<file path="src/rtl/add_sub_seq_ctrl_if.sv">
// Requester-side handshake and operand bundle for add_sub_seq_ctrl.
// The master drives the request and operands. The slave returns status and the result.
interface add_sub_seq_ctrl_if #(
    parameter int unsigned WIDTH = 16
) ();
    logic             start;
    logic             M;
    logic [WIDTH-1:0] a;
    logic [WIDTH-1:0] b;
    logic             busy;
    logic             done;
    logic [WIDTH-1:0] result;
    logic             c_out;
    logic             ovf;

    modport master (
        output start, M, a, b,
        input  busy, done, result, c_out, ovf
    );

    modport slave (
        input  start, M, a, b,
        output busy, done, result, c_out, ovf
    );
endinterface

</file>
<file path="src/rtl/ripple_carry_add_and_sub_4bit_d.sv">
// 4-bit ripple-carry adder/subtractor slice: sum = a + (b ^ {4{M}}) + c_in.
// When M=1 and c_in=1 the slice computes a - b.
module ripple_carry_add_and_sub_4bit_d (
    input  logic [3:0] a,
    input  logic [3:0] b,
    input  logic       c_in,
    input  logic       M,
    output logic [3:0] sum,
    output logic       c_out
);
    logic [3:0] bx;
    logic [4:0] c;

    always_comb begin
        bx   = b ^ {4{M}};
        c    = '0;
        c[0] = c_in;
        sum  = '0;
        for (int i = 0; i < 4; i++) begin
            sum[i]   = a[i] ^ bx[i] ^ c[i];
            c[i + 1] = (a[i] & bx[i]) | (c[i] & (a[i] ^ bx[i]));
        end
        c_out = c[4];
    end
endmodule

</file>
<file path="src/rtl/add_sub_seq_ctrl.sv">
// Sequential WIDTH-bit add/subtract controller that time-shares one 4-bit slice,
// processing one nibble per clock, LSB first, with a start/busy/done handshake.
module add_sub_seq_ctrl #(
    parameter int unsigned WIDTH = 16  // multiple of 4, at least 4
) (
    input logic                 clk,
    input logic                 rst_n,
    add_sub_seq_ctrl_if.slave   bus
);
    localparam int unsigned NIB = WIDTH / 4;
    localparam int unsigned IW  = (NIB > 1) ? $clog2(NIB) : 1;

    typedef enum logic [1:0] {StIdle, StRun, StDone} state_e;

    state_e           state;
    logic [IW-1:0]    idx;
    logic             cy;
    logic [WIDTH-1:0] op_a;
    logic [WIDTH-1:0] op_b;
    logic             op_m;
    logic [WIDTH-1:0] result;
    logic             c_out;
    logic             ovf;
    logic             busy;
    logic             done;

    logic [3:0]       sl_a;
    logic [3:0]       sl_b;
    logic [3:0]       sl_sum;
    logic             sl_co;

    always_comb begin
        sl_a = op_a[4*idx +: 4];
        sl_b = op_b[4*idx +: 4];
    end

    ripple_carry_add_and_sub_4bit_d u_slice (
        .a     (sl_a),
        .b     (sl_b),
        .c_in  (cy),
        .M     (op_m),
        .sum   (sl_sum),
        .c_out (sl_co)
    );

    always_ff @(posedge clk) begin
        if (!rst_n) begin
            state  <= StIdle;
            idx    <= '0;
            cy     <= 1'b0;
            op_a   <= '0;
            op_b   <= '0;
            op_m   <= 1'b0;
            result <= '0;
            c_out  <= 1'b0;
            ovf    <= 1'b0;
            busy   <= 1'b0;
            done   <= 1'b0;
        end else begin
            unique case (state)
                StIdle: begin
                    if (bus.start) begin
                        op_a   <= bus.a;
                        op_b   <= bus.b;
                        op_m   <= bus.M;
                        idx    <= '0;
                        cy     <= bus.M;  // subtract is a + ~b + 1
                        result <= '0;
                        c_out  <= 1'b0;
                        ovf    <= 1'b0;
                        busy   <= 1'b1;
                        state  <= StRun;
                    end
                end
                StRun: begin
                    result[4*idx +: 4] <= sl_sum;
                    cy                 <= sl_co;
                    idx                <= idx + 1'b1;
                    if (idx == IW'(NIB - 1)) begin
                        c_out <= sl_co;
                        // Same effective operand signs, result sign differs.
                        ovf   <= (op_a[WIDTH-1] == (op_b[WIDTH-1] ^ op_m)) &&
                                 (sl_sum[3] != op_a[WIDTH-1]);
                        busy  <= 1'b0;
                        done  <= 1'b1;
                        state <= StDone;
                    end
                end
                StDone: begin
                    done  <= 1'b0;
                    state <= StIdle;
                end
                default: state <= StIdle;
            endcase
        end
    end

    assign bus.busy   = busy;
    assign bus.done   = done;
    assign bus.result = result;
    assign bus.c_out  = c_out;
    assign bus.ovf    = ovf;
endmodule

</file>
<file path="src/flat_wrapper.sv">
// flat-port wrapper written by rule: the top's interface ports become plain ports
module add_sub_seq_ctrl_flat 
#(
    parameter int unsigned WIDTH = 16                              
)
  (clk, rst_n, bus_start, bus_M, bus_a, bus_b, bus_busy, bus_done, bus_result, bus_c_out, bus_ovf);
  add_sub_seq_ctrl_if #(.WIDTH(WIDTH)) bus_i ();
  input logic clk;
  input logic rst_n;
  input wire logic [$bits(bus_i.start)-1:0] bus_start;
  input wire logic [$bits(bus_i.M)-1:0] bus_M;
  input wire logic [$bits(bus_i.a)-1:0] bus_a;
  input wire logic [$bits(bus_i.b)-1:0] bus_b;
  output wire logic [$bits(bus_i.busy)-1:0] bus_busy;
  output wire logic [$bits(bus_i.done)-1:0] bus_done;
  output wire logic [$bits(bus_i.result)-1:0] bus_result;
  output wire logic [$bits(bus_i.c_out)-1:0] bus_c_out;
  output wire logic [$bits(bus_i.ovf)-1:0] bus_ovf;
  assign bus_i.start = bus_start;
  assign bus_i.M = bus_M;
  assign bus_i.a = bus_a;
  assign bus_i.b = bus_b;
  assign bus_busy = bus_i.busy;
  assign bus_done = bus_i.done;
  assign bus_result = bus_i.result;
  assign bus_c_out = bus_i.c_out;
  assign bus_ovf = bus_i.ovf;
  add_sub_seq_ctrl #(.WIDTH(WIDTH)) u_core (.clk(clk), .rst_n(rst_n), .bus(bus_i));
endmodule
</file>
<file path="config.mk">
export PLATFORM = sky130hd
export DESIGN_NAME = add_sub_seq_ctrl_flat
export DESIGN_NICKNAME = d
export VERILOG_FILES = /design/src/rtl/add_sub_seq_ctrl_if.sv /design/src/rtl/ripple_carry_add_and_sub_4bit_d.sv /design/src/rtl/add_sub_seq_ctrl.sv /design/src/flat_wrapper.sv
export SDC_FILE = /design/constraint.sdc
export NUM_CORES = 1
export LEC_CHECK = 0
export BUFFER_PORTS_ARGS = -buffer_cell sky130_fd_sc_hd__buf_2
export CAP_MARGIN = 20
export CELL_PAD_IN_SITES_DETAIL_PLACEMENT = 0
export CELL_PAD_IN_SITES_GLOBAL_PLACEMENT = 2
export CORE_UTILIZATION = 35
export CTS_BUF_LIST = sky130_fd_sc_hd__clkbuf_8
export CTS_CLUSTER_SIZE = 25
export DETAILED_ROUTE_END_ITERATION = 10
export PLACE_DENSITY_LB_ADDON = 0.1
export SETUP_SLACK_MARGIN = 0.5
export SLEW_MARGIN = 20
export SYNTH_ARGS = -nofsm -noshare
export SYNTH_HDL_FRONTEND = slang
export SYNTH_HIERARCHICAL = 1
export SYNTH_SLANG_ARGS = --single-unit
</file>
<file path="constraint.sdc">
create_clock -name clk -period 4.7 [get_ports clk]
set_input_delay 0.47 -clock clk [delete_from_list [all_inputs] [get_ports clk]]
set_output_delay 0.47 -clock clk [all_outputs]
set_load 0.02 [all_outputs]
</file>
==> out/results.tsv <==
stage	metric	value	unit
clock_tree	clock_latency	330	ps
power	power.density	378	nW/µm²
sta	hold_slack	369	ps
power	ir_drop	0.000127	V
cells_and_area	antenna_cells	0	
setup_path	worstPathRequired	4920	ps
sta	finalMaxSlewViolations	0	
sta	layout_min_cycle_time	3510	ps
synth	syn-num-nets	330	
sta	fin_setup_tns	0	ps
global_route	grt_pass1_wl	10.3	mm
drt	drc_errors	0	
die	die_area	8220	µm²
die	fp.dieH	90.6	µm
setup_path	worst_path_max_delay_cell	dfxtp_1	
setup_path	slowest_delay	640	ps
sta	worst_pin_slew	767	ps
drt	routed_wl	6.19	mm
synth	synth_edf_count	0	
clock_tree	clock_path_buffers	2	
die	die_w	90.6	µm
placement	portBuffers	55	
clock_tree	cts_resized	0	
sta	finClkSkew	9.30	ps
clock_tree	htree_levels	3	
drt	vias	2131	
synth	synth_top_area_cell	dfxtp_1	
cells_and_area	fin_nets	382	
global_route	grt_usage	16.1	%
setup_path	worstPathBufferInverterCount	3	
synth	synth_ff_type	dfxtp_1	
drt	via_per_inst	4.84	
drt	ant_nets	0	
setup_path	cpMostUsedCell	fa_1	
setup_path	worstPathCellList	mux4_2, xnor2_1, fa_1, inv_1, fa_1, inv_1, fa_1, inv_1, fa_1, nand2b_1, mux2i_1, a32o_1	
setup_path	worst_ep_arrival_time	3730	ps
drt	drtIter0Drc	73	
sta	slew_headroom	48.8	%
synth	ys_types	38	
cells_and_area	drive_gt1_share	25.8	%
synth	synthTopCellsByArea	dfxtp_1 (42%), nand2_1 (9.6%), mux4_2 (6.6%)	
cells_and_area	syn_to_final_growth	19.3	%
synth	syn_avg_cell_area	9.68	µm²
clock_tree	clk_pin_slew	70	ps
synth	synth-seq-area-share	42.2	%
flow_run	maxCapViolations	0	
global_route	antenna_found_initial	0	
global_route	grt_overflow	0	
synth	synthArstFlopShare	0	%
setup_path	worst_setup_path_start_kind	register	
synth	synth-seq-cells	58	
setup_path	crit_type	reg2reg	
power	p_leak	1.36	nW
synth	yosysTopAreaCellShare	42.2	%
setup_path	endpoint_kind	register	
setup_path	path_delay_family	adder cells	
die	start_util	37.1	%
clock_tree	cts_tree	done	
clock_tree	numCtsBuffers	9	
sta	period_share	74.6	%
status	outcome	finished clean	
synth	yosysWarnings	6	
die	io_pins	56	
global_route	grt_pass1_vias	2051	
sta	fmax	285	MHz
sta	rsz0062_at_grt	no	
sta	finalSetupViolations	0	
synth	synth_most_common_cell	nand2_1	
clock_tree	cts.sinks	58	
sta	hold_violations	0	
synth	synthTopCellsByCount	nand2_1 (70), dfxtp_1 (58), a21boi_1 (18)	
setup_path	cp_max_fo	8	
synth	syn_inst	284	
placement	gp_congestion	0.721	
die	core_region_area	7410	µm²
global_route	grt_max_degree	38	
die	rows	31	
drt	drt_first_pass_iters	4	
clock_tree	postCtsHoldBufs	0	
placement	hpwlAfterDp	4.31	mm
synth	synth_area	2750	µm²
drt	wire_per_inst	14.1	µm
clock_tree	cts_root_buffer	clkbuf_8	
hold_path	hp-class	in2reg	
clock_tree	post_cts_buffers	0	
==> routing by layer <==
metal  part of all wire (%)  track usage [%]
met1                     47             20.6
met2                     48             25.6
met3                    3.6             3.62
met4                    1.6             7.66
met5                      0                0
==> logic make-up (layout without fill, tap and decap cells) <==
group / count (synthesis) / after routing / share of synthesized area [%]
buffers and inverters: 29 / 86 / 6.19
and+or+nand+nor: 100 / 100 / 19.2
DFF: 58 / 58 / 42.2
adders and majority gates: 10 / 10 / 5.64
muxes: 13 / 13 / 8.37
AOI/OAI and AO/OA: 69 / 69 / 16.8
xor gates and xnor gates: 5 / 5 / 1.59
==> layout make-up <==
cell class	count	area [µm²]
clock buffers	9	124
clock inverters	7	110
fillers	777	4130
inverters	12	45.0
multi-input cells	197	1420
flip-flops and latches	58	1160
well taps	99	124
repair buffers	58	298
==> flip-flops by register name, indices dropped and copies added (netlist names), 2 cells and up <==
name               count
u_core/op_a           16
u_core/bus.result     16
u_core/state           2
u_core/idx             2
u_core/op_b           16
==> final timing paths <==
| path | cells after the start | slack, ps | to | startpoint |
|---|---|---|---|---|
| hold / removal | 3 | 370 | u_core/op_a[15]$_SDFFE_PN0P_ | bus_a[15] |
| setup / recovery | 12 | 1190 | u_core/bus.ovf$_SDFFE_PN0P_ | u_core/idx[0]$_SDFFE_PN0P_ |
| hold reg to reg | 2 | 450 | u_core/op_b[14]$_SDFFE_PN0P_ | u_core/op_b[14]$_SDFFE_PN0P_ |
| setup reg to reg | 12 | 1190 | u_core/bus.ovf$_SDFFE_PN0P_ | u_core/idx[0]$_SDFFE_PN0P_ |
==> tightest hold or removal path: stages <==
cell and delay [ps]:
buf_2 100, nand2_1 50, a21boi_1 50
==> report_power, final <==
part           leakage, nW  total, mW  switching, mW  internal (mW)
clock                0.122      0.542          0.195          0.347
combinational        0.767      0.162         0.0934         0.0688
sequential           0.474      0.534         0.0204          0.514
==> stage by stage <==
step                      instance area (µm²)  util, %  instances  power (mW)  worst slack (ps)
after floorplan                          2750        -        284       0.660              1410
after global placement                   3050     41.1        424       0.709              1300
after detailed placement                 3050     41.1        424       0.711              1180
after CTS                                3280     44.3        440        1.26              1150
after global routing                     3280     44.3        440        1.30               980
final                                    3280     44.3        440        1.24              1190
==> layout by cell type, fill, tap and decap left out, types with 9 or more instances in the layout <==
cell type,Yosys,layout
a21boi_0,11,11
dfxtp_1,58,58
a21oi_1,17,17
buf_2,1,55
a21boi_1,18,18
nand3_1,9,9
clkbuf_8,0,9
nand2_1,70,70
o21ai_0,10,10
inv_1,11,13
Note: power is estimated with default switching activity, not from simulation.
